<file path="config.mk">
export PLATFORM = sky130hd
export DESIGN_NAME = onehot_ring_mon
export DESIGN_NICKNAME = d
export VERILOG_FILES = /design/src/rtl/onehot_pkg.sv /design/src/rtl/onehot_dec.sv /design/src/rtl/onehot_ring_mon.sv
export SDC_FILE = /design/constraint.sdc
export NUM_CORES = 1
export LEC_CHECK = 0
export BUFFER_PORTS_ARGS = -buffer_cell sky130_fd_sc_hd__buf_2
export CORE_ASPECT_RATIO = 0.75
export CORE_MARGIN = 8
export CORE_UTILIZATION = 35
export DETAILED_ROUTE_END_ITERATION = 12
export PLACE_DENSITY = 0.59
export SYNTH_ARGS = -nofsm -noshare
export SYNTH_HDL_FRONTEND = slang
export SYNTH_SLANG_ARGS = --single-unit
</file>
<file path="constraint.sdc">
create_clock -name clk -period 2.8 [get_ports clk]
set_input_delay 0.28 -clock clk [delete_from_list [all_inputs] [get_ports clk]]
set_output_delay 0.28 -clock clk [all_outputs]
set_load 0.02 [all_outputs]
</file>
<file path="src/rtl/onehot_pkg.sv">
// Shared types and constants for the one-hot ring monitor.
// State encoding and error-code values used by the top and the bench.
package onehot_pkg;

    typedef enum logic [1:0] {
        SYNC  = 2'd0,
        TRACK = 2'd1,
        ERR   = 2'd2
    } state_e;

    localparam logic [1:0] ERR_NONE    = 2'b00;
    localparam logic [1:0] ERR_PATTERN = 2'b01;
    localparam logic [1:0] ERR_JUMP    = 2'b10;

endpackage

</file>
<file path="src/rtl/onehot_dec.sv">
// One-hot to binary decoder with a legality flag.
// legal_o is high only when exactly one input bit is set.
module onehot_dec #(
    parameter  int WIDTH = 4,
    localparam int IDX_W = $clog2(WIDTH)
) (
    input  logic [WIDTH-1:0] vec_i,
    output logic [IDX_W-1:0] idx_o,
    output logic             legal_o
);

    localparam int CNT_W = $clog2(WIDTH + 1);

    logic [CNT_W-1:0] cnt;

    // OR together the positions of set bits while counting them
    always_comb begin
        idx_o = '0;
        cnt   = '0;
        for (int i = 0; i < WIDTH; i++) begin
            if (vec_i[i]) begin
                idx_o = idx_o | IDX_W'(i);
                cnt   = cnt + CNT_W'(1);
            end
        end
        legal_o = (cnt == CNT_W'(1));
    end

endmodule

</file>
<file path="src/rtl/onehot_ring_mon.sv">
// Monitor for a one-hot ring counter bus: decode, track, flag errors.
// Optional wrap counter enabled by ONEHOT_RING_MON_WRAP_CNT_EN.
module onehot_ring_mon
    import onehot_pkg::*;
#(
    parameter  int WIDTH  = 4,
    parameter  int WRAP_W = 8,
    localparam int IDX_W  = $clog2(WIDTH)
) (
    input  logic              clk,
    input  logic              rst,
    input  logic [WIDTH-1:0]  y_in,
    input  logic              clr_err,
    output logic [IDX_W-1:0]  idx_out,
    output logic              idx_valid,
    output logic              step,
    output logic              err,
    output logic [1:0]        err_code,
    output logic [WRAP_W-1:0] wrap_cnt
);

    localparam logic [IDX_W-1:0] LAST = IDX_W'(WIDTH - 1);

    state_e           state_q, state_d;
    logic [WIDTH-1:0] samp_q;
    logic [IDX_W-1:0] idx_q, idx_d;
    logic             valid_q, valid_d;
    logic             step_q, step_d;
    logic             err_q, err_d;
    logic [1:0]       code_q, code_d;

    logic [IDX_W-1:0] dec_idx;
    logic             dec_legal;
    logic [IDX_W-1:0] nxt_idx;

    onehot_dec #(
        .WIDTH (WIDTH)
    ) u_dec (
        .vec_i   (samp_q),
        .idx_o   (dec_idx),
        .legal_o (dec_legal)
    );

    // Index that a legal single advance would produce
    assign nxt_idx = (idx_q == LAST) ? '0 : idx_q + IDX_W'(1);

    // Input sample register: first pipeline stage
    always_ff @(posedge clk or posedge rst) begin
        if (rst) begin
            samp_q <= '0;
        end else begin
            samp_q <= y_in;
        end
    end

    // State and registered outputs
    always_ff @(posedge clk or posedge rst) begin
        if (rst) begin
            state_q <= SYNC;
            idx_q   <= '0;
            valid_q <= 1'b0;
            step_q  <= 1'b0;
            err_q   <= 1'b0;
            code_q  <= ERR_NONE;
        end else begin
            state_q <= state_d;
            idx_q   <= idx_d;
            valid_q <= valid_d;
            step_q  <= step_d;
            err_q   <= err_d;
            code_q  <= code_d;
        end
    end

    // Next-state and output decode from the sampled vector
    always_comb begin
        state_d = state_q;
        idx_d   = idx_q;
        valid_d = valid_q;
        step_d  = 1'b0;
        err_d   = err_q;
        code_d  = code_q;
        unique case (state_q)
            SYNC: begin
                // Garbage before lock-on is tolerated silently
                if (dec_legal) begin
                    state_d = TRACK;
                    idx_d   = dec_idx;
                    valid_d = 1'b1;
                end
            end
            TRACK: begin
                if (!dec_legal) begin
                    state_d = ERR;
                    valid_d = 1'b0;
                    err_d   = 1'b1;
                    code_d  = ERR_PATTERN;
                end else if (dec_idx == idx_q) begin
                    idx_d = idx_q;
                end else if (dec_idx == nxt_idx) begin
                    idx_d  = dec_idx;
                    step_d = 1'b1;
                end else if (dec_idx == '0) begin
                    // Upstream counter was reset
                    idx_d = '0;
                end else begin
                    state_d = ERR;
                    valid_d = 1'b0;
                    err_d   = 1'b1;
                    code_d  = ERR_JUMP;
                end
            end
            ERR: begin
                // First error is kept until explicitly cleared
                if (clr_err) begin
                    state_d = SYNC;
                    err_d   = 1'b0;
                    code_d  = ERR_NONE;
                end
            end
            default: begin
                state_d = SYNC;
                valid_d = 1'b0;
            end
        endcase
    end

`ifdef ONEHOT_RING_MON_WRAP_CNT_EN
    logic [WRAP_W-1:0] wrap_q, wrap_d;
    logic              wrap_ev;
    logic              wrap_clr;

    assign wrap_ev  = (state_q == TRACK) && dec_legal &&
                      (idx_q == LAST) && (dec_idx == '0);
    assign wrap_clr = (state_q == ERR) && clr_err;

    // Saturating count of completed rings
    always_comb begin
        wrap_d = wrap_q;
        if (wrap_clr) begin
            wrap_d = '0;
        end else if (wrap_ev && (wrap_q != '1)) begin
            wrap_d = wrap_q + WRAP_W'(1);
        end
    end

    // Wrap counter register
    always_ff @(posedge clk or posedge rst) begin
        if (rst) begin
            wrap_q <= '0;
        end else begin
            wrap_q <= wrap_d;
        end
    end

    assign wrap_cnt = wrap_q;
`else
    assign wrap_cnt = '0;
`endif

    assign idx_out   = idx_q;
    assign idx_valid = valid_q;
    assign step      = step_q;
    assign err       = err_q;
    assign err_code  = code_q;

endmodule
</file>
== Yosys cells after proc, flatten, opt, wreduce, memory -nomap -nowiden ==
Index checks and enable logic that the tools add are counted.
Word-level totals
  bits of input ports: 7
  logic and storage cells: 73
  output and inout bits: 15
  bits in registers: 13
Cells by class
  equality and inequality tests: 14
  reductions and logical operators: 8
  bitwise gates (word level): 1
  muxes and demuxes: 39
  add/subtract/negate cells: 4
Operator list (number)
  $mux 2: 15
  $reduce_and 5->1: 4
  $mux 1: 16
  $ne 3x3->1 const B: 4
  $add 3x1->3 const B: 3
  $mux 3: 3
  $ne 2x2->1 const B: 4
  $pmux 2 s2: 2
  $pmux 2 s3: 1
  $eq 2x2->1: 2
  $eq 2x2->1 const B: 2
  $logic_not 2->1: 2
  $reduce_bool 2->1: 2
  $eq 3x1->1 const B: 1
  $pmux 1 s3: 1
  $add 2x1->2 const B: 1
  $eq 2x1->1 const B: 1
  $pmux 1 s2: 1
  $not 1->1: 1

== Depth between registers and ports, before layout ==
Gate-level depths: netlist of run 1.
  depth in word-level cells: 10
  gate-level depth with buffers: 9
  gate-level depth less buffers: 9

== Hierarchy ==
Synthesis of run 1 repeated with hierarchy kept, for this count alone.
Second synthesis, totals
  cell total of the unflattened synthesis: 78
  area, all modules: 773.2 µm²
By module, submodules not included
  onehot_ring_mon: cells an instance 63, area each 656.9 µm², seq. area each 325.3 µm², times used 1
  onehot_dec: cells an instance 15, area each 116.4 µm², seq. area each 0.0 µm², times used 1

== Least setup slack after synthesis of run 1 ==
Ideal clock, no wire load.
  path type: register -> register
  start point: reg samp_q[1]
  end point: reg idx_q[0], in the netlist idx_out[0]
  arrival: 2.218 ns
  required time: 2.675 ns
  stages on the path, launching flop included: 9
  library setup time: 0.125 ns
  clock period less this slack: 2.343 ns
  path buffers: 0
  setup slack: 0.457 ns
  cell sequence: dfrtp_1 -> inv_1 -> ha_1 -> xor2_1 -> ha_1 -> o21ai_0 -> o311ai_1 -> a211oi_2 -> mux2_2
On the way
  word-level cells in the longest chain between the ends: 8
  elaborated cells between the ends (all ways): 22
  those cells by class: 2 x add/sub; 7 x eq/ne; 11 x mux; 2 x reduce/logical
RTL lines
  start, declared: RTL line onehot_ring_mon.sv:25  | logic [WIDTH-1:0] samp_q;
  start signal, assigned: RTL line onehot_ring_mon.sv:52  | samp_q <= y_in;
  $mux 3 or $mux 1 (tied branches): RTL line onehot_dec.sv:21  | if (vec_i[i]) begin
  $add 3x1->3 or $mux 2 (tied branches): RTL line onehot_dec.sv:23, onehot_dec.sv:21
  $mux 3 or $mux 2 (tied branches): RTL line onehot_dec.sv:21
  $add 3x1->3 or $eq 2x2->1 (tied branches): RTL line onehot_dec.sv:23, onehot_ring_mon.sv:100
  $mux 3 or $mux 2 (tied branches): RTL line onehot_dec.sv:21, onehot_ring_mon.sv:100
  $eq 3x1->1 or $mux 2 (tied branches): RTL line onehot_dec.sv:26, onehot_ring_mon.sv:98
  $ne 2x2->1 (no source line) or $mux 2 (tied branches)
  $reduce_and 5->1 (no source line) or $pmux 2 s2 (tied branches)
  end signal, assigned: RTL line onehot_ring_mon.sv:67  | idx_q <= idx_d;
  end, declared: RTL line onehot_ring_mon.sv:26  | logic [IDX_W-1:0] idx_q, idx_d;
Several ways; a longest one is shown, not always the timed one. The select of a mux whose other input is x is not followed.
A chain may end at the register's enable or synchronous reset.

== Worst setup path in the final report of run 1 ==
  start point: reg samp_q[1]
  end point: reg idx_q[1], in the netlist idx_out[1]
Same word-level chain as after synthesis.

==> results of run 1 <==
==> synth_stat cells (all sizes together), types with 2 or more instances <==
cell type / instances / area, sq um
o21ai: 4 / 20.0
o2bb2ai: 2 / 17.5
xnor2: 2 / 17.5
nand2b: 2 / 12.5
nor2: 6 / 22.5
o31ai: 2 / 15.0
mux2: 2 / 22.5
a21oi: 7 / 35.0
xor2: 2 / 17.5
inv: 5 / 18.8
dfrtp: 13 / 325
nor3: 3 / 15.0
a211oi: 3 / 27.5
or2: 2 / 12.5
o311ai: 2 / 17.5
ha: 4 / 50.1
buf: 11 / 77.6
nand2: 4 / 15.0
==> cell type report <==
class	instances	area [sq um]	area share [%]
multi-input combinational	71	475	49.5
sequential	13	325	33.9
timing repair buffer	14	72.6	7.55
tap	34	42.5	4.43
clock buffer	4	26.3	2.73
inverter	5	18.8	1.95
==> metal layers <==
layer | vias up | part of all wire [%]
met1 | 322 | 48
met2 | 18 | 43
met3 | 2 | 7.1
li1 | 351 | -
met4 | 0 | 1.5
met5 | - | 0
==> power breakdown <==
group / leakage, nW / internal [W] / switching, W / total, W
registers: 0.156 / 0.000243 / 0.0000753 / 0.000318
clock network: 0.0150 / 0.0000553 / 0.0000651 / 0.000120
logic: 0.252 / 0.000172 / 0.000238 / 0.000410
total: 0.423 / 0.000470 / 0.000378 / 0.000848
==> state kept, by name, summed over array words and instances (netlist names) <==
signal / flops
state_q: 2
samp_q: 4
err_code: 2
step: 1
err: 1
idx_out: 2
idx_valid: 1
==> stage by stage <==
step           worst slack [ns]  std cells  total power, W
2_1_floorplan             0.457        101        0.000633
3_3_place_gp              0.451        137        0.000725
3_5_place_dp              0.402        137        0.000732
4_1_cts                   0.389        141        0.000855
5_1_grt                   0.236        141        0.000920
6_report                  0.401        141        0.000848
==> worst paths after layout <==
| kind | cells after the start | to | start |
|---|---|---|---|
| min | 2 | err_code[1] | rst |
| max | 8 | idx_out[1] | samp_q[1] |
| min in group clk | 1 | samp_q[0] | y_in[0] |
| min reg2reg | 1 | idx_valid | idx_valid |
| max reg2reg | 8 | idx_out[1] | samp_q[1] |
| max in group asynchronous | 2 | samp_q[1] | rst |
==> kinds of logic (layout without fill, tap and decap cells) <==
family / count (synthesis) / in the layout / share of synthesized area, %
AOI/OAI and AO/OA: 28 / 28 / 22.7
xor gates and xnor gates: 4 / 4 / 4.01
adders and majority gates: 4 / 4 / 5.72
buffers and inverters: 17 / 23 / 11.4
DFF: 13 / 13 / 37.2
muxes: 2 / 2 / 2.57
other: 1 / 8 / 0.429
and+or+nand+nor: 25 / 25 / 15.9
==> metrics.txt, run 1 <==
tightest slew margin relative to the limit=slightly below 60%; Final Hold Violating Endpoints=0; final WL=1.80 mm; Power Dens Cells=883 nW/um^2; CP cell instances=inv_1 -> ha_1 -> xor2_1 -> ha_1 -> o21ai_0 -> o311ai_1 -> a211oi_2 -> mux2_2; Fillers=approximately 250; Worst-Skew Late Latency=0.28 ns; R2R Setup Slk=roughly 0.4 ns; DIE HEIGHT=between 50 and 60 um; met1 usage=roughly a tenth; DR vias=693; final period utilization=85.7%; Post-CTS Hold Buffers=0; Sum Neg Setup Slack=0 ns; share of cells above drive strength 1=22.4%; Hold Path Class=in -> async; number of max-cap violations=0; CP arrival=2.57 ns; EDFF count, synth=0; FP Rows=15; outcome=complete, no violations; clk buf depth=2; I/O Pins=22; register area share after synthesis=37.2%; initial antenna violation count=0; unrepaired setup endpoints after global routing=no; Setup Skew=between 0.006 and 0.007 ns; final number of setup-violating endpoints=0; half-perimeter wire length after placement=1.39 mm; CP required=2.97 ns; CP max stage cell=dfrtp_1; buffers and inverters on the worst path=1; Syn Inst Count=94; Core Util, Final=41.3%; gpl congestion=0.746; Avg WL per Cell=~13 um; leakage=0.423 nW; Fmax=417 MHz; CP Launch Type=register; Most Crowded Layer GR=met2; first-pass GRT wire length=~2.9 mm; Synth Warn #=0; most frequent CP cell=ha_1; ant diodes=0; Post-CTS Setup Repair Bufs=0; Core Box Area=about 2300 sq um; Total Die Area=4370 sq um; met2 Use GR=a little over an eighth; CTS Sinks=13; effective utilization at floorplan=a little under two fifths; Port Buffers=13; Crit Path Class=reg -> reg; Critical Path Max Stage Delay=0.45 ns; commonest non-fill, non-tap cells in the layout=dfrtp_1 (13), buf_2 (13), conb_1 (8); Top delay family on crit path=adder cells; ys async rst share=between 90% and 100%; largest net degree at the start of global routing=16; clock-pin slew of the registers on the worst-case setup and hold paths=0.09 ns; count of pins over their slew limit=0; syn avg cell area=9.30 sq um; Top FF cell, synth=dfrtp_1; Worst-Margin Slew=0.616 ns; synthesis-to-finish area growth=9.87%; DRC viols=0; crit-path max FO=7; synthesized cell area=approximately 900 sq um; Tmin final=2.40 ns; 1st-iter DRT viols=16; met3 Usage GRT=2.87%; H-tree levels=1; Post-CTS Resized=0; total CTS buffers=3; Die W=73.7 um; Tot GR Track Use=8.44%; FF+latch count, synth=13; CTS tree=yes; drt pass-1 iters=4; synth unique cells=39; Final #Nets=119; WHS=0.00833 ns; post-route cell area=between 900 and 1000 sq um; drt via density=4.91; crit end category=register; ANT nets after route=0; remaining global-route overflow=0; root buf cell=clkbuf_4; DP Area=935 sq um; vias in the first global route=628; Max IR drop VDD=0.310 mV
No activity file was read; power rests on OpenSTA's default activity.
==> inputs of run 2 (changes only) <==
--- a/config.mk
+++ b/config.mk
@@ -10,6 +10,7 @@
 export CORE_MARGIN = 8
 export CORE_UTILIZATION = 35
 export DETAILED_ROUTE_END_ITERATION = 12
+export HOLD_SLACK_MARGIN = 0.06
 export PLACE_DENSITY = 0.59
 export SYNTH_ARGS = -nofsm -noshare
 export SYNTH_HDL_FRONTEND = slang
==> metrics.txt, run 2 (same netlist as run 1, synthesis figures left out) <==
gpl congestion=0.746 (unchanged); count of pins over their slew limit=0 (unchanged); most frequent CP cell=ha_1; CP Launch Type=register; half-perimeter wire length after placement=1.39 mm (unchanged); ANT nets after route=0 (unchanged); leakage=0.428 nW (+0.99%); total power=0.000849 W (about the same); total CTS buffers=3 (unchanged); root buf cell=clkbuf_4; synthesis-to-finish area growth=11.0%; Tot GR Track Use=8.54% (+0.11 points); DR vias=692 (-0.14%); crit end category=register; DP Area=935 sq um (unchanged); Post-CTS Setup Repair Bufs=0 (unchanged); DRC viols=0 (unchanged); Critical Path Max Stage Delay=0.45 ns (about the same); ant diodes=0 (unchanged); H-tree levels=1 (unchanged); CTS tree=yes; largest net degree at the start of global routing=16 (unchanged); Tmin final=2.40 ns (-0.00372 ns); number of max-cap violations=0 (unchanged); final period utilization=85.5% (-0.13 points); post-route cell area=971 sq um (+1.0%); initial antenna violation count=0 (unchanged); final WL=1.82 mm (+1.0%); effective utilization at floorplan=37.6% (unchanged); pre-CTS setup slack=0.402 ns (unchanged); CP max stage cell=dfrtp_1; Core Box Area=2330 sq um (unchanged); Fillers=251 (+0.80%); unrepaired setup endpoints after global routing=no; outcome=complete, no violations; CP cell instances=inv_1 -> ha_1 -> xor2_1 -> ha_1 -> o21ai_0 -> o311ai_1 -> a211oi_2 -> mux2_2; final number of setup-violating endpoints=0 (unchanged); Worst-Skew Late Latency=0.28 ns (about the same); Sum Neg Setup Slack=0 ns (unchanged); first-pass GRT wire length=2.89 mm (+1.2%); Setup Skew=0.00622 ns (-0.000473 ns); Core Util, Final=41.7% (+0.43 points); clk buf depth=2 (unchanged); CP required=2.97 ns (about the same); crit-path max FO=7 (unchanged); Port Buffers=13 (unchanged); number of flip-flops in the largest register=4 (unchanged); CP arrival=2.56 ns (about the same); Final Hold Violating Endpoints=0 (unchanged); drt via density=4.87 (-0.85%); Fmax=417 MHz (+0.16%); I/O Pins=22 (unchanged); DIE HEIGHT=59.3 um (unchanged); Avg WL per Cell=12.8 um (+0.29%); share of cells above drive strength 1=22.2% (-0.21 points); Die W=73.7 um (unchanged); commonest non-fill, non-tap cells in the layout=dfrtp_1 (13), buf_2 (13), conb_1 (8); Biggest register=samp_q; tightest slew margin relative to the limit=58.2% (-0.38 points); Power Dens Cells=874 nW/um^2 (-0.94%); Max IR drop VDD=0.310 mV (about the same); CTS Sinks=13 (unchanged); Total Die Area=4370 sq um (unchanged); Crit Path Class=reg -> reg; FP Rows=15 (unchanged); clock-pin slew of the registers on the worst-case setup and hold paths=0.09 ns (about the same); vias in the first global route=634 (+0.96%); Hold Path Class=in -> reg; drt pass-1 iters=4 (unchanged); Final #Nets=120 (+0.84%); 1st-iter DRT viols=16 (unchanged); remaining global-route overflow=0 (unchanged); Worst-Margin Slew=0.621 ns (+0.00567 ns); worst setup margin=0.405 ns (+0.00372 ns)
==> run 2: changes by cell type in the layout (fill, tap and decap cells not counted), sizes merged <==
cell and change:
dlygate4sd3 +1
==> run 2: where the power goes <==
part | internal [W] | switching [W] | leakage (nW)
clock | 0.0000553 | 0.0000647 | 0.0150
combinational | 0.000173 | 0.000238 | 0.257
sequential | 0.000243 | 0.0000754 | 0.156
==> run 2: area by class of cell <==
type | instances | area (sq um) | share of cell area (%)
sequential | 13 | 325 | 33.5
multi-input combinational | 71 | 475 | 49.0
timing repair buffer | 15 | 82.6 | 8.51
clock buffer | 4 | 26.3 | 2.71
tap | 34 | 42.5 | 4.38
inverter | 5 | 18.8 | 1.93
==> run 2: metal layers <==
layer	routed length (um)	GRT usage [%]	vias to the layer above	part of all wire, %
li1	-	-	353	-
met1	870	10.2	317	48
met2	789	13.4	20	43
met3	129	2.87	2	7.1
met4	27	4.25	0	1.5
met5	0	0	-	0
==> run 2: through the flow <==
step           hold slack (ns)  cells
3_5_place_dp             0.345    137
3_3_place_gp             0.340    137
4_1_cts                 0.0946    142
6_report                 0.101    142
5_1_grt                 0.0785    142
2_1_floorplan            0.157    101
==> run 2: final timing paths <==
| check | start | endpoint | slack, ns | depth (start not counted) |
|---|---|---|---|---|
| max | samp_q[1] | idx_out[1] | 0.40 | 8 |
| min | y_in[0] | samp_q[0] | 0.10 | 1 |
| min in group asynchronous | rst | err_code[1] | 0.57 | 3 |
| max in group asynchronous | rst | samp_q[1] | 1.88 | 3 |
| min reg2reg | idx_valid | idx_valid | 0.51 | 1 |
| max reg2reg | samp_q[1] | idx_out[1] | 0.40 | 8 |
==> run 2: repair_timing <==
item,CTS,global route
resized for setup,0,0
hold buffers,1,0
endpoints found under the hold margin,13,0
==> run 2: critical path: cells and delay by family, from the launching register on <==
kind                     cells  cell delay, ns
adder cells (fa/ha/maj)      2            0.62
AO/OA/AOI/OAI                3            0.60
flip-flops                   1            0.45
multiplexers                 1            0.36
XOR/XNOR                     1            0.17
buffers and inverters        1            0.07
==> inputs of run 3 (changes only) <==
--- a/config.mk
+++ b/config.mk
@@ -6,12 +6,12 @@
 export NUM_CORES = 1
 export LEC_CHECK = 0
 export BUFFER_PORTS_ARGS = -buffer_cell sky130_fd_sc_hd__buf_2
-export CORE_ASPECT_RATIO = 0.75
 export CORE_MARGIN = 8
-export CORE_UTILIZATION = 35
+export CORE_UTILIZATION = 51
 export DETAILED_ROUTE_END_ITERATION = 12
+export GPL_ROUTABILITY_DRIVEN = 0
 export HOLD_SLACK_MARGIN = 0.06
-export PLACE_DENSITY = 0.59
+export PLACE_DENSITY = 0.8
 export SYNTH_ARGS = -nofsm -noshare
 export SYNTH_HDL_FRONTEND = slang
 export SYNTH_SLANG_ARGS = --single-unit
==> metrics.txt, run 3 (same netlist as run 1, synthesis figures left out) <==
worst setup margin=0.282 ns (-0.122 ns); clk buf depth=2 (unchanged); number of max-cap violations=0 (unchanged); Tot GR Track Use=10.8% (+2.2 points); CP Depth=8 (unchanged); total power=0.000837 W (-1.4%); buffers and inverters on the worst path=1 (unchanged); Worst-Skew Late Latency=0.26 ns (-0.02 ns); tightest slew margin relative to the limit=50.0% (-8.2 points); count of pins over their slew limit=0 (unchanged); Worst-Margin Slew=0.744 ns (+0.122 ns); first-pass GRT wire length=2.88 mm (-0.24%); Total Die Area=3300 sq um (-25%); met1 usage=13.0% (+2.8 points); pre-CTS setup slack=0.363 ns (-0.0394 ns); Port Buffers=13 (unchanged); share of cells above drive strength 1=22.2% (unchanged); 1st-iter DRT viols=12 (-4); Top delay family on crit path=compound AO/OA/AOI/OAI gates; # placed instances=120 (-12%); met3 Usage GRT=2.47% (-0.41 points); Most Crowded Layer GR=met2; final period utilization=89.9% (+4.4 points); Hold Path Class=in -> reg; remaining global-route overflow=0 (unchanged); vias in the first global route=688 (+8.5%); Crit Path Class=reg -> reg; R2R Setup Slk=0.28 ns (-0.12 ns); effective utilization at floorplan=52.4% (+15 points); Power Dens Cells=882 nW/um^2 (+0.85%); ANT nets after route=0 (unchanged); worst hold path stage count=1 (unchanged); number of flip-flops in the largest register=4 (unchanged); Post-Layout Cell Count=125 (-12%); outcome=complete, no violations; H-tree levels=1 (unchanged); Biggest register=samp_q; largest net degree at the start of global routing=16 (unchanged); CP required=2.96 ns (about the same); leakage=0.428 nW (unchanged); CP arrival=2.67 ns (+0.11 ns); Post-CTS Resized=0 (unchanged); CP cell instances=inv_1 -> ha_1 -> xor2_1 -> ha_1 -> o21ai_0 -> o311ai_1 -> a211oi_2 -> mux2_2; DR vias=731 (+5.6%); CTS Sinks=13 (unchanged); synthesis-to-finish area growth=8.58%; Core Box Area=1670 sq um (-28%); R2R cell count=8 (unchanged); Post-CTS Hold Buffers=1 (unchanged); CTS tree=yes; initial antenna violation count=0 (unchanged); crit end category=register; CP max stage cell=dfrtp_1; Sum Neg Setup Slack=0 ns (unchanged); total CTS buffers=3 (unchanged); ant diodes=0 (unchanged); Post-CTS Setup Repair Bufs=0 (unchanged); DIE HEIGHT=57.4 um (-3.2%); crit-path max FO=7 (unchanged); Final Hold Violating Endpoints=0 (unchanged); I/O Pins=22 (unchanged); Critical Path Max Stage Delay=0.46 ns (about the same); commonest non-fill, non-tap cells in the layout=dfrtp_1 (13), buf_2 (13), conb_1 (8); drt via density=5.85 (+20%); drt pass-1 iters=4 (unchanged); Tmin final=2.52 ns (+0.122 ns); Fmax=397 MHz (-4.9%); unrepaired setup endpoints after global routing=no; final number of setup-violating endpoints=0 (unchanged); final WL=1.71 mm (-5.9%); half-perimeter wire length after placement=1.32 mm (-4.9%); Final #Nets=120 (unchanged); Die W=57.4 um (-22%); CP Launch Type=register; most frequent CP cell=ha_1; Avg WL per Cell=13.7 um (+6.8%); root buf cell=clkbuf_4; FP Rows=15 (unchanged); Max IR drop VDD=0.586 mV (+89%); Setup Skew=0.000803 ns (-0.00542 ns); met2 Use GR=16.1% (+2.7 points); DRC viols=0 (unchanged); clock-pin slew of the registers on the worst-case setup and hold paths=0.08 ns (about the same)
[run 3: stage by stage]
step                      area [sq um]  hold WS [ns]  util, %
after global routing               950         0.106     56.9
final                              950         0.114     56.9
after detailed placement           913         0.316     54.7
after floorplan                    901         0.157        -
after global placement             913         0.317     54.7
after CTS                          950         0.109     56.9
[run 3: worst register-to-register path, cell delays in order (launching register included)]
cell,delay [ns]
dfrtp_1,0.46
inv_1,0.07
ha_1,0.35
xor2_1,0.22
ha_1,0.26
o21ai_0,0.20
o311ai_1,0.20
a211oi_2,0.28
mux2_2,0.36
[run 3: area by class of cell]
| type | instances | area [sq um] |
|---|---|---|
| multi-input cells | 71 | 475 |
| inverters | 5 | 18.8 |
| flip-flops and latches | 13 | 325 |
| well taps | 17 | 21.3 |
| fillers | 153 | 721 |
| clock buffers | 4 | 26.3 |
| repair buffers | 15 | 82.6 |
[run 3: path summary, 6_finish.rpt]
| path | from | end |
|---|---|---|
| worst max-delay path | samp_q[1] | idx_out[1] |
| worst min-delay path | y_in[0] | samp_q[0] |
| worst max register to register | samp_q[1] | idx_out[1] |
| worst min register to register | idx_valid | idx_valid |
| max in group asynchronous | rst | err_code[1] |
| min in group asynchronous | rst | samp_q[2] |
[run 3: per-layer routing]
metal,up-vias,routed length (um)
li1,355,-
met1,340,746
met2,30,787
met3,6,123
met4,0,51
met5,-,0
[run 3: where the power goes]
part | internal [W] | switching, W
registers | 0.000243 | 0.0000701
logic | 0.000173 | 0.000239
clock network | 0.0000550 | 0.0000567
total | 0.000471 | 0.000366
